$ cat config.mk
export PLATFORM = sky130hd
export DESIGN_NAME = dmux8way16_buf_flat
export DESIGN_NICKNAME = d
export VERILOG_FILES = /design/src/rtl/dmux8way16_buf_if.sv /design/src/rtl/dmux8way16_buf.sv /design/src/flat_wrapper.sv
export SDC_FILE = /design/constraint.sdc
export NUM_CORES = 1
export LEC_CHECK = 0
export CAP_MARGIN = 25
export CELL_PAD_IN_SITES_DETAIL_PLACEMENT = 1
export CELL_PAD_IN_SITES_GLOBAL_PLACEMENT = 2
export CORE_MARGIN = 3
export CORE_UTILIZATION = 31
export CTS_BUF_LIST = sky130_fd_sc_hd__clkbuf_2 sky130_fd_sc_hd__clkbuf_4 sky130_fd_sc_hd__clkbuf_8
export DETAILED_ROUTE_END_ITERATION = 6
export PLACE_DENSITY = 0.92
export SETUP_SLACK_MARGIN = 0.5
export SLEW_MARGIN = 5
export SYNTH_ARGS = -nofsm -noshare
export SYNTH_HDL_FRONTEND = slang
export SYNTH_SLANG_ARGS = --single-unit
$ cat constraint.sdc
create_clock -name clk -period 3.3 [get_ports clk]
set_clock_uncertainty 0.1 [all_clocks]
set_input_delay 0.33 -clock clk [delete_from_list [all_inputs] [get_ports clk]]
set_output_delay 0.33 -clock clk [all_outputs]
set_load 0.01 [all_outputs]
$ cat src/rtl/dmux8way16_buf_if.sv
`default_nettype none
// ============================================================================
// dmux8way16_buf_if : producer/consumer bundle for the 1-to-8 word distributor
// Revision 1.0
// ============================================================================
interface dmux8way16_buf_if #(
  parameter int WIDTH = 16
);
  logic             in_valid;
  logic             in_ready;
  logic [WIDTH-1:0] in_data;
  logic [2:0]       sel;
  logic             rr_mode;
  logic [WIDTH-1:0] a, b, c, d, e, f, g, h;
  logic [7:0]       out_valid;
  logic [7:0]       out_ready;
  logic [2:0]       ptr;

  // Environment side: producer plus the eight consumers
  modport master (
    output in_valid, in_data, sel, rr_mode, out_ready,
    input  in_ready, a, b, c, d, e, f, g, h, out_valid, ptr
  );

  modport slave (
    input  in_valid, in_data, sel, rr_mode, out_ready,
    output in_ready, a, b, c, d, e, f, g, h, out_valid, ptr
  );
endinterface
`default_nettype wire

$ cat src/rtl/dmux8way16_buf.sv
`default_nettype none
// ============================================================================
// dmux8way16_buf : registered 1-to-8 demux with per-channel valid/ready
// Revision 1.0
// ============================================================================
module dmux8way16_buf #(
  parameter int WIDTH = 16
) (
  input  wire logic         clk,
  input  wire logic         rst,
  dmux8way16_buf_if.slave   bus
);
  logic [WIDTH-1:0] data_q [8];
  logic [7:0]       valid_q, valid_d;
  logic [2:0]       ptr_q, ptr_d;
  logic [2:0]       w_tgt;
  logic             w_accept;

  assign w_tgt        = bus.rr_mode ? ptr_q : bus.sel;
  // Target may accept when empty or when its consumer drains it this cycle
  assign bus.in_ready = !valid_q[w_tgt] || bus.out_ready[w_tgt];
  assign w_accept     = bus.in_valid && bus.in_ready;

  always_comb begin
    valid_d = valid_q;
    for (int i = 0; i < 8; i++) begin
      if (w_accept && (w_tgt == 3'(i)))
        valid_d[i] = 1'b1;
      else if (valid_q[i] && bus.out_ready[i])
        valid_d[i] = 1'b0;
    end
  end

  assign ptr_d = (w_accept && bus.rr_mode) ? ptr_q + 3'd1 : ptr_q;

  always_ff @(posedge clk) begin
    if (rst) begin
      valid_q <= 8'h00;
      ptr_q   <= 3'd0;
      for (int i = 0; i < 8; i++)
        data_q[i] <= '0;
    end else begin
      valid_q <= valid_d;
      ptr_q   <= ptr_d;
      for (int i = 0; i < 8; i++)
        if (w_accept && (w_tgt == 3'(i)))
          data_q[i] <= bus.in_data;
    end
  end

  assign bus.a         = data_q[0];
  assign bus.b         = data_q[1];
  assign bus.c         = data_q[2];
  assign bus.d         = data_q[3];
  assign bus.e         = data_q[4];
  assign bus.f         = data_q[5];
  assign bus.g         = data_q[6];
  assign bus.h         = data_q[7];
  assign bus.out_valid = valid_q;
  assign bus.ptr       = ptr_q;
endmodule
`default_nettype wire

$ cat src/flat_wrapper.sv
// flat-port wrapper written by rule: the top's interface ports become plain ports
module dmux8way16_buf_flat 
#(
  parameter int WIDTH = 16
)
  (clk, rst, bus_in_valid, bus_in_data, bus_sel, bus_rr_mode, bus_out_ready, bus_in_ready, bus_a, bus_b, bus_c, bus_d, bus_e, bus_f, bus_g, bus_h, bus_out_valid, bus_ptr);
  dmux8way16_buf_if #(.WIDTH(WIDTH)) bus_i ();
  input  wire logic clk;
  input  wire logic rst;
  input wire logic [$bits(bus_i.in_valid)-1:0] bus_in_valid;
  input wire logic [$bits(bus_i.in_data)-1:0] bus_in_data;
  input wire logic [$bits(bus_i.sel)-1:0] bus_sel;
  input wire logic [$bits(bus_i.rr_mode)-1:0] bus_rr_mode;
  input wire logic [$bits(bus_i.out_ready)-1:0] bus_out_ready;
  output wire logic [$bits(bus_i.in_ready)-1:0] bus_in_ready;
  output wire logic [$bits(bus_i.a)-1:0] bus_a;
  output wire logic [$bits(bus_i.b)-1:0] bus_b;
  output wire logic [$bits(bus_i.c)-1:0] bus_c;
  output wire logic [$bits(bus_i.d)-1:0] bus_d;
  output wire logic [$bits(bus_i.e)-1:0] bus_e;
  output wire logic [$bits(bus_i.f)-1:0] bus_f;
  output wire logic [$bits(bus_i.g)-1:0] bus_g;
  output wire logic [$bits(bus_i.h)-1:0] bus_h;
  output wire logic [$bits(bus_i.out_valid)-1:0] bus_out_valid;
  output wire logic [$bits(bus_i.ptr)-1:0] bus_ptr;
  assign bus_i.in_valid = bus_in_valid;
  assign bus_i.in_data = bus_in_data;
  assign bus_i.sel = bus_sel;
  assign bus_i.rr_mode = bus_rr_mode;
  assign bus_i.out_ready = bus_out_ready;
  assign bus_in_ready = bus_i.in_ready;
  assign bus_a = bus_i.a;
  assign bus_b = bus_i.b;
  assign bus_c = bus_i.c;
  assign bus_d = bus_i.d;
  assign bus_e = bus_i.e;
  assign bus_f = bus_i.f;
  assign bus_g = bus_i.g;
  assign bus_h = bus_i.h;
  assign bus_out_valid = bus_i.out_valid;
  assign bus_ptr = bus_i.ptr;
  dmux8way16_buf #(.WIDTH(WIDTH)) u_core (.clk(clk), .rst(rst), .bus(bus_i));
endmodule
* After elaboration in Yosys (flattened, before gate mapping)
Memories as Yosys holds them, arrays and structs flattened. Cells that the tools add are included.
Word-level totals: flip-flop bits (word level) 11, bits in writable memories 128, input bits 31, output and inout port bits 140, logic and storage cells 111, memories 1
Memory list:
- u_core.data_q | words 8, width 16, read ports 8, clocked after memory_dff 0, wr ports 8, line dmux8way16_buf.sv:13 | logic [WIDTH-1:0] data_q [8];
Cells by class: add/sub/neg operators 1, magnitude comparators 1, eq/ne operators 7, muxes and demuxes 55, bitwise gates (word level) 8, reductions and logical operators 29
Operator list (count):
- 16-bit 2-to-1 mux | 8
- 1-bit 2-to-1 mux | 44
- 1-bit logical AND | 18
- 2-bit nonzero test | 8
- 3-bit == test, second input constant | 4
- 1-bit OR | 8
- 1-bit binary-select mux with 3-bit select | 2
- 3-bit by 2-bit == test with 1-bit output, second input constant | 2
- 3-bit by 4-bit < comparator with 1-bit output, second input constant | 1
- 3-bit by 1-bit adder with 3-bit output, second input constant | 1
- 3-bit by 1-bit == test with 1-bit output, second input constant | 1
- 3-bit logical NOT | 1
- 3-bit 2-to-1 mux | 1
- 1-bit logical NOT | 1
- 1-bit logical OR | 1

* Logic depth before layout (Yosys ltp)
Gate-level depths: netlist of the first run.
word-level depth 11, depth in mapped cells 9, depth with buffers taken out 6

* Worst setup path before layout of the first run
No wires, ideal clock.
path type flip-flop to flip-flop, start point reg u_core.ptr_q[0], in the netlist u_core.bus.ptr[0], end point mem u_core.data_q[0][0] (enable), setup time 0.375 ns, arrival time 2.177 ns, data required time 2.825 ns, path slack 0.648 ns, stages on the path, launching flop included 7, path buffers 1, clock period less this slack 2.652 ns, cell sequence dfxtp_1 buf_2 mux2i_1 mux4_2 a31oi_1 nand2_1 nand2b_1
RTL lines:
- start, declared | line dmux8way16_buf.sv:15 | logic [2:0] ptr_q, ptr_d;
- start signal, assigned | line dmux8way16_buf.sv:44 | ptr_q <= ptr_d;
- end, declared | line dmux8way16_buf.sv:13

* Worst setup path in the final report of the first run
start point in bus_rr_mode, end point out bus_in_ready
Between the ends: cells in the longest elaborated chain, start to end 5, elaborated cells between the ends (all ways) 7, those cells by class 5 x mux; 2 x reduce/logical
Ends and longest elaborated chain:
- start, declared | line flat_wrapper.sv:13 | input wire logic [$bits(bus_i.rr_mode)-1:0] bus_rr_mode;
- 3-bit 2-to-1 mux (*) | line dmux8way16_buf.sv:19 | assign w_tgt = bus.rr_mode ? ptr_q : bus.sel;
- 1-bit binary-select mux with 3-bit select | line dmux8way16_buf.sv:21 | assign bus.in_ready = !valid_q[w_tgt] || bus.out_ready[w_tgt];
- 1-bit 2-to-1 mux (implied by the code) | line dmux8way16_buf.sv:21
- 1-bit logical NOT | line dmux8way16_buf.sv:21
- 1-bit logical OR (*) | line dmux8way16_buf.sv:21
- end, declared | line flat_wrapper.sv:15 | output wire logic [$bits(bus_i.in_ready)-1:0] bus_in_ready;
Every way passes the cells marked *; elsewhere a longest branch is shown, timed or not. The select of a mux whose other input is x is not followed.

==> PnR_summary.wiki, run 1 <==
{| class="wikitable"
! Metric !! Value
|-
| Clock transition at the register clock pins on the worst setup and hold paths after CTS || 80 ps
|-
| Cell breakdown of the critical path || clkdlybuf4s50_1 -> mux2i_2 -> mux4_2 -> and3_1 -> nor2_1 -> clkbuf_2
|-
| Combinational cell fraction of total power || 11.1%
|-
| Switching share of power || between 20% and 30%
|-
| Synthesized-area fraction occupied by ao, oa, aoi and oai cells || 2.898%
|-
| Number of warning messages in the yosys log || 0
|-
| Slowest cell on the critical path || clkdlybuf4s50_1
|-
| Period utilisation layout || about four fifths
|-
| Number of nets produced by synthesis || roughly 400
|-
| Slew at the pin closest to its max-slew limit || 491.5 ps
|-
| Maximum root-to-sink buffer count || 2
|-
| Result of the run || completed
|-
| Share of flip-flops with an asynchronous set or reset after synthesis || 0%
|-
| Drc violations || 0
|-
| Final hold violation count || 0
|-
| Standby leakage power || 2.945 nW
|-
| Routed wire length per instance || 20.13 um
|-
| Netlist cell types || 34
|-
| Count of nets left with antenna violations after detail routing || 0
|-
| Path category of the worst min-delay check || reg2reg
|-
| Non-Filler Cell Area, Final || 0.007908 mm2
|-
| Critical path type || in2out
|-
| Horizontal extent of the die || around 140 um
|-
| Share of post-route cells with drive strength above 1 || 11.11%
|-
| Number of DRC markers after the initial detailed-route iteration || between 200 and 300
|-
| Row Count || 46
|-
| Final Total Pwr || 4.372 mW
|-
| EDFF count, synth || 128
|-
| Max-slew violation total from the final report || 0
|-
| Overall fraction of global-route tracks in use || between 15 and 20%
|-
| DP Area || ~0.0074 mm2
|-
| Delay of the slowest critical-path stage || around 540 ps
|-
| Detailed-route via count || around 3700
|-
| P_int || about 3.4 mW
|-
| IO buf count || 170
|-
| Total grt overflow || 0
|-
| Netlist area before placement || 0.005225 mm2
|-
| Number of levels the H-tree was split into || 4
|-
| Pre-CTS worst setup slack || 167.3 ps
|-
| Part of the Yosys area used for sequential elements || 77.78%
|-
| Root Buffer || clkbuf_8
|-
| Worst setup margin || about 630 ps
|-
| Internal reg-to-reg setup slack || 830 ps
|-
| Synthesized-area fraction occupied by xor and xnor cells || 0%
|-
| Die Outline Area || 0.01845 mm2
|-
| Initial Util || 32.31%
|-
| Die Y-Extent || 135.8 um
|-
| Detailed Routing Iterations Pass 1 || 4
|-
| Max transition margin || about 67%
|-
| Avg Synthesized Cell Area || about 14 um2
|-
| Antenna fix cells || 0
|-
| Setup repair after global routing missed its margin || no
|-
| Power density over the cells || 552.9 mW/mm2
|-
| Count of nets after finishing || 595
|-
| Sequential share of power || 47.3%
|-
| Commonest register cell after synthesis || edfxtp_1
|-
| Fraction of the mapped netlist area in adder cells || less than 1%
|-
| Area added between synthesis and finish || 51.34%
|-
| Via density per instance || 4.643
|-
| Clock buffer count from CTS || 17
|-
| HPWL after DPL || 11760 um
|-
| Maximum fanout count along the critical path || 4
|-
| Number of antenna violations at the first check in global routing || 0
|-
| Post-synthesis mux area share || under 10%
|-
| Total of hold buffers inserted after clock tree synthesis || 0
|-
| First-pass GRT wire length || 23270 um
|-
| Critical path endpoint category || output port
|-
| #FFs+latches synth || 139
|-
| Maximum number of pins on one net before global-route repair || 38
|-
| Required time worst endpoint || 2870 ps
|-
| # IOs || 171
|-
| TritonCTS sink count || 139
|-
| Endpoints failing setup || 0
|-
| Dominant combinational cell family by area after synthesis || simple AND/OR/NAND/NOR gates
|-
| Post-Synth Simple-Gate Area || 14.37%
|-
| Signal arrival time at the worst endpoint || 2240 ps
|-
| Clock insertion delay at the later pin of the skew report || 440 ps
|-
| Count of max-cap constraint violations || 0
|-
| Final Routed Wirelength || 15940 um
|-
| Number of standard cells after synthesis || 370
|-
| Number of global-route vias before repair || ~4000
|-
| Total net switching power || ~0.93 mW
|-
| Core footprint || 0.01617 mm2
|-
| Clock group share of total power || 41.6%
|-
| Last weighted congestion value of the routability-driven placer || 0.9030
|-
| Shortest period the worst path allows || 2673 ps
|-
| Crit start category || input pin
|-
| Sum of negative setup slack || 0 ps
|-
| Maximum achievable frequency || 374.2 MHz
|-
| Peak ir drop on the vdd network || 0.0002391 V
|-
| TritonCTS clock tree || yes
|}
==> cells by family after synthesis <==
family,Yosys count
DFF,139
buffers and inverters,33
and+or+nand+nor,165
muxes,8
adders and majority gates,1
AOI/OAI and AO/OA,24
==> critical path: cells and delay by family <==
kind                   cells  cell delay (ps)
AND/OR/NAND/NOR            2              390
multiplexers               2              830
buffers and inverters      2              690
==> synthesized netlist by cell type (all sizes together), types with 2 or more instances <==
master | count | area (um2)
mux4 | 2 | 45.04
mux2 | 2 | 22.52
inv | 19 | 71.32
a21oi | 12 | 63.81
nand2 | 15 | 56.30
o21ai | 2 | 10.00
a31oi | 2 | 12.51
dfxtp | 11 | 220.2
nand2b | 37 | 239.0
nand3 | 3 | 15.01
and3 | 2 | 12.51
mux2i | 4 | 40.04
edfxtp | 128 | 3844
clkbuf | 9 | 33.78
buf | 5 | 33.78
nand3b | 2 | 15.01
nor2 | 103 | 386.6
==> state kept, by name (all words and copies together), names as in the netlist <==
name,cells
u_core.bus.out_valid,8
u_core.bus.ptr,3
u_core.data_q,128
==> cells in the final DEF, fill, tap and decap left out, types with 2 or more instances in the layout <==
cell type and count:
nand3_1 3, a31oi_1 2, clkbuf_4 2, clkinv_2 2, nand2_1 15, a21oi_1 11, edfxtp_1 128, clkdlybuf4s50_1 168
nand2b_1 36, dfxtp_1 9, mux2_2 2, buf_12 8, bufinv_16 8, inv_1 19, buf_4 10, mux4_2 2
nand3b_1 2, and3_1 2, nor2_1 103, mux2i_1 3, dfxtp_2 2, clkbuf_8 18
==> power groups by stage <==
stage | Sequential (mW) | Clock, mW | Combinational (mW)
after global routing | 2.08 | 1.92 | 0.518
after floorplan | 2.14 | 0 | 0.118
final | 2.07 | 1.82 | 0.486
after global placement | 2.10 | 0 | 0.473
after detailed placement | 2.11 | 0 | 0.490
after CTS | 2.07 | 1.84 | 0.495
==> routing by layer <==
layer  wire length [um]  global-route usage [%]
met4                348                   6.327
met2               8333                   30.86
met5                  0                       0
met3               1028                   4.626
met1               6228                   20.05
==> final cells by class <==
cell class,instances,area (um2)
sequential,139,4066
clock inverter,12,266.5
inverter,19,71.32
clock buffer,20,262.8
timing repair buffer,188,1934
fill,1644,8265
tap,216,270.3
multi-input combinational,198,1036
==> stage by stage <==
step | instances | hold slack [ps] | util (%)
6_report | 792 | 405.0 | 48.89
5_1_grt | 792 | 450.4 | 48.89
4_1_cts | 792 | 406.3 | 48.91
3_5_place_dp | 759 | 389.1 | 45.49
3_3_place_gp | 759 | 401.2 | 45.49
2_1_floorplan | 370 | 402.3 | -
==> final timing paths <==
check | from | to | cells after the start
min | u_core.bus.out_valid[3]$_SDFFE_PP0P_ | u_core.bus.out_valid[3]$_SDFFE_PP0P_ | 2
min reg2reg | u_core.bus.out_valid[3]$_SDFFE_PP0P_ | u_core.bus.out_valid[3]$_SDFFE_PP0P_ | 2
max | bus_rr_mode | bus_in_ready | 6
max reg2reg | u_core.bus.ptr[0]$_SDFFE_PP0P_ | u_core.data_q[0][9]$_SDFFCE_PN0P_ | 6
==> timing repair <==
item,4_1_cts,5_1_grt
setup buffers,1,0
endpoints found under the hold margin,0,0
gates resized for setup,7,2
setup endpoints to repair,1,1
Power figures use the tool's default switching activity.
==> run 2, diff against run 1 <==
--- a/config.mk
+++ b/config.mk
@@ -9,10 +9,10 @@
 export CELL_PAD_IN_SITES_DETAIL_PLACEMENT = 1
 export CELL_PAD_IN_SITES_GLOBAL_PLACEMENT = 2
 export CORE_MARGIN = 3
-export CORE_UTILIZATION = 31
+export CORE_UTILIZATION = 28
 export CTS_BUF_LIST = sky130_fd_sc_hd__clkbuf_2 sky130_fd_sc_hd__clkbuf_4 sky130_fd_sc_hd__clkbuf_8
 export DETAILED_ROUTE_END_ITERATION = 6
-export PLACE_DENSITY = 0.92
+export PLACE_DENSITY = 0.88
 export SETUP_SLACK_MARGIN = 0.5
 export SLEW_MARGIN = 5
 export SYNTH_ARGS = -nofsm -noshare
==> constraint.sdc (replaced) <==
create_clock -name clk -period 2.4 [get_ports clk]
set_clock_uncertainty 0.1 [all_clocks]
set_input_delay 0.24 -clock clk [delete_from_list [all_inputs] [get_ports clk]]
set_output_delay 0.24 -clock clk [all_outputs]
set_load 0.01 [all_outputs]
==> run 2 against run 1 <==
Net effect: global-route usage shrank 0.67 points; sequential share of layout area decreased by 4.0 points; setup slack got worse by 510 ps; critical path type is now reg2reg.
==> PnR_summary.wiki, run 2 (synthesis gave the netlist of run 1 again) <==
{| class="wikitable"
! Metric !! Value
|-
| Total grt overflow || 0 (unchanged)
|-
| Period utilisation layout || between 90% and 100%
|-
| Peak ir drop on the vdd network || 0.0003210 V (+34%)
|-
| Final design utilization || 47.26% (-1.6 points)
|-
| Critical path endpoint category || flip-flop
|-
| TritonCTS sink count || 139 (unchanged)
|-
| Root Buffer || clkbuf_8
|-
| Register with the most flip-flops || u_core.data_q
|-
| Final Total Pwr || 5.240 mW (+20%)
|-
| Row Count || 49 (+6.5%)
|-
| Critical path type || reg2reg
|-
| Maximum fanout count along the critical path || 8 (+4)
|-
| Required time worst endpoint || 2590 ps (-280 ps)
|-
| Count of max-cap constraint violations || 0 (unchanged)
|-
| Largest register FFs || 128 (unchanged)
|-
| Worst Hold Depth || 2 (unchanged)
|-
| Result of the run || completed
|-
| Final Routed Wirelength || 17120 um (+7.4%)
|-
| Shortest period the worst path allows || between 2000 and 2500 ps
|-
| Overall fraction of global-route tracks in use || 16.66% (-0.67 points)
|-
| Cell count of the worst reg-to-reg path || 8 (+2)
|-
| Last weighted congestion value of the routability-driven placer || 0.9118 (+0.97%)
|-
| Number of fillers in the final layout || 1845 (+12%)
|-
| Crit Reg-Reg Endpoint || u_core.data_q[0][55]$_SDFFCE_PN0P_
|-
| DP Area || 0.007587 mm2 (+3.1%)
|-
| Sequential cell area || 0.004071 mm2 (+0.12%)
|-
| Max transition margin || 63.75% (-3.5 points)
|-
| Multi-input gate area in the final layout || 0.001525 mm2 (+47%)
|-
| Endpoints failing setup || 0 (unchanged)
|-
| Share of post-route cells with drive strength above 1 || 28.66% (+18 points)
|-
| Clock insertion delay at the later pin of the skew report || 430 ps (about the same)
|-
| Routed wire length per instance || 20.31 um (+0.92%)
|-
| Worst min-delay path endpoint || u_core.bus.out_valid[2]$_SDFFE_PP0P_
|-
| Most used cells in the layout excluding fill and tap cells || clkdlybuf4s50_1, edfxtp_1, nor2_1
|-
| Non-Filler Cell Area, Final || 0.008577 mm2 (+8.5%)
|-
| Antenna fix cells || 0 (unchanged)
|-
| Total placed cells including tap cells || 788 (+3.8%)
|-
| Drc violations || 0 (unchanged)
|-
| Clock buffer count from CTS || 17 (unchanged)
|-
| Maximum number of pins on one net before global-route repair || 30 (-21%)
|-
| Slew at the pin closest to its max-slew limit || 543.8 ps (+52.31 ps)
|-
| Horizontal extent of the die || 142.6 um (+5.0%)
|-
| IO buf count || 170 (unchanged)
|-
| Maximum achievable frequency || around 440 MHz
|-
| Signal arrival time at the worst endpoint || 2470 ps (+230 ps)
|-
| Sum of negative setup slack || 0 ps (unchanged)
|-
| Via density per instance || 4.541 (-2.2%)
|-
| TritonCTS clock tree || yes
|-
| Setup repair after global routing missed its margin || yes
|-
| Number of antenna violations at the first check in global routing || 0 (unchanged)
|-
| Initial Util || 28.79% (-3.5 points)
|-
| Launch point of the worst hold path || u_core.bus.out_valid[2]$_SDFFE_PP0P_
|-
| Number of global-route vias before repair || 4174 (+4.0%)
|-
| Core footprint || 0.01815 mm2 (+12%)
|-
| Internal reg-to-reg setup slack || 120 ps (-710 ps)
|-
| Die Y-Extent || 142.6 um (+5.0%)
|-
| Maximum root-to-sink buffer count || 2 (unchanged)
|-
| Die Outline Area || 0.02034 mm2 (+10%)
|-
| Fin cells || 843 (+6.4%)
|-
| Count of nets left with antenna violations after detail routing || 0 (unchanged)
|-
| Detailed-route via count || 3828 (+4.1%)
|-
| HPWL after DPL || 11730 um (-0.24%)
|-
| Standby leakage power || 3.287 nW (+12%)
|-
| Max-slew violation total from the final report || 0 (unchanged)
|-
| Number of levels the H-tree was split into || 4 (unchanged)
|-
| Count of nets after finishing || 633 (+6.4%)
|-
| # IOs || 171 (unchanged)
|-
| Power density over the cells || 610.9 mW/mm2 (+10%)
|-
| Detailed Routing Iterations Pass 1 || 4 (unchanged)
|-
| R2r startpoint || u_core.bus.ptr[0]$_SDFFE_PP0P_
|-
| Most frequent standard cell in the layout excluding fill and tap cells || clkdlybuf4s50_1
|-
| Crit start category || flip-flop
|-
| Clock transition at the register clock pins on the worst setup and hold paths after CTS || 80 ps (about the same)
|-
| Path category of the worst min-delay check || reg2reg
|-
| Area added between synthesis and finish || 64.15%
|-
| Final hold violation count || 0 (unchanged)
|-
| Number of DRC markers after the initial detailed-route iteration || 183 (-28%)
|-
| First-pass GRT wire length || 24960 um (+7.2%)
|-
| Total of hold buffers inserted after clock tree synthesis || 0 (unchanged)
|}
run 2: critical path, cell delays in order, from the launching register on:
cell	delay, ps
dfxtp_4	370
mux2i_4	160
mux4_2	540
buf_4	160
a31oi_4	150
buf_12	170
nand2_8	90
bufbuf_16	290
nor2_1	100
run 2: repair_timing:
item	4_1_cts	5_1_grt
pin swaps	4	3
endpoints found under the setup margin	236	236
buffers inserted	7	2
cloned	12	2
gates resized for setup	53	52
hold endpoints to repair	0	0
run 2: through the flow:
step                      setup WS [ps]  hold slack (ps)
after floorplan                   186.3            321.8
final                             115.7            412.8
after CTS                         109.1            387.5
after global placement           -482.5            396.6
after detailed placement         -544.0            393.7
after global routing              4.609            416.1
run 2: layout make-up:
class / count / area share, %
Timing Repair Buffer: 218 / 26.80
Clock inverter: 10 / 0.6127
Clock buffer: 22 / 3.166
Multi-Input combinational cell: 206 / 17.78
Inverter: 19 / 0.8315
Sequential cell: 139 / 47.47
Tap cell: 229 / 3.341
run 2: report_power, final:
| part | total, mW | switching, mW | internal [mW] |
|---|---|---|---|
| registers | 2.83 | 0.0501 | 2.78 |
| logic | 0.823 | 0.401 | 0.422 |
| clock network | 1.58 | 0.832 | 0.751 |
| total | 5.24 | 1.28 | 3.96 |
run 2: per-layer routing:
layer | routed length (um) | track usage [%]
met1 | 7043 | 20.31
met2 | 8706 | 28.86
met3 | 1190 | 4.906
met4 | 183 | 4.502
met5 | 0 | 0
run 2: how the worst max path moves through the flow:
stage | start | endpoint | depth (start not counted)
2_1_floorplan | u_core.bus.ptr[0]$_SDFFE_PP0P_ | u_core.data_q[0][0]$_SDFFCE_PN0P_ | 6
3_3_place_gp | bus_rr_mode | bus_in_ready | 7
3_5_place_dp | bus_rr_mode | bus_in_ready | 7
4_1_cts | u_core.bus.ptr[0]$_SDFFE_PP0P_ | bus_in_ready | 5
5_1_grt | u_core.bus.ptr[0]$_SDFFE_PP0P_ | u_core.data_q[0][55]$_SDFFCE_PN0P_ | 8
6_report | u_core.bus.ptr[0]$_SDFFE_PP0P_ | u_core.data_q[0][55]$_SDFFCE_PN0P_ | 8
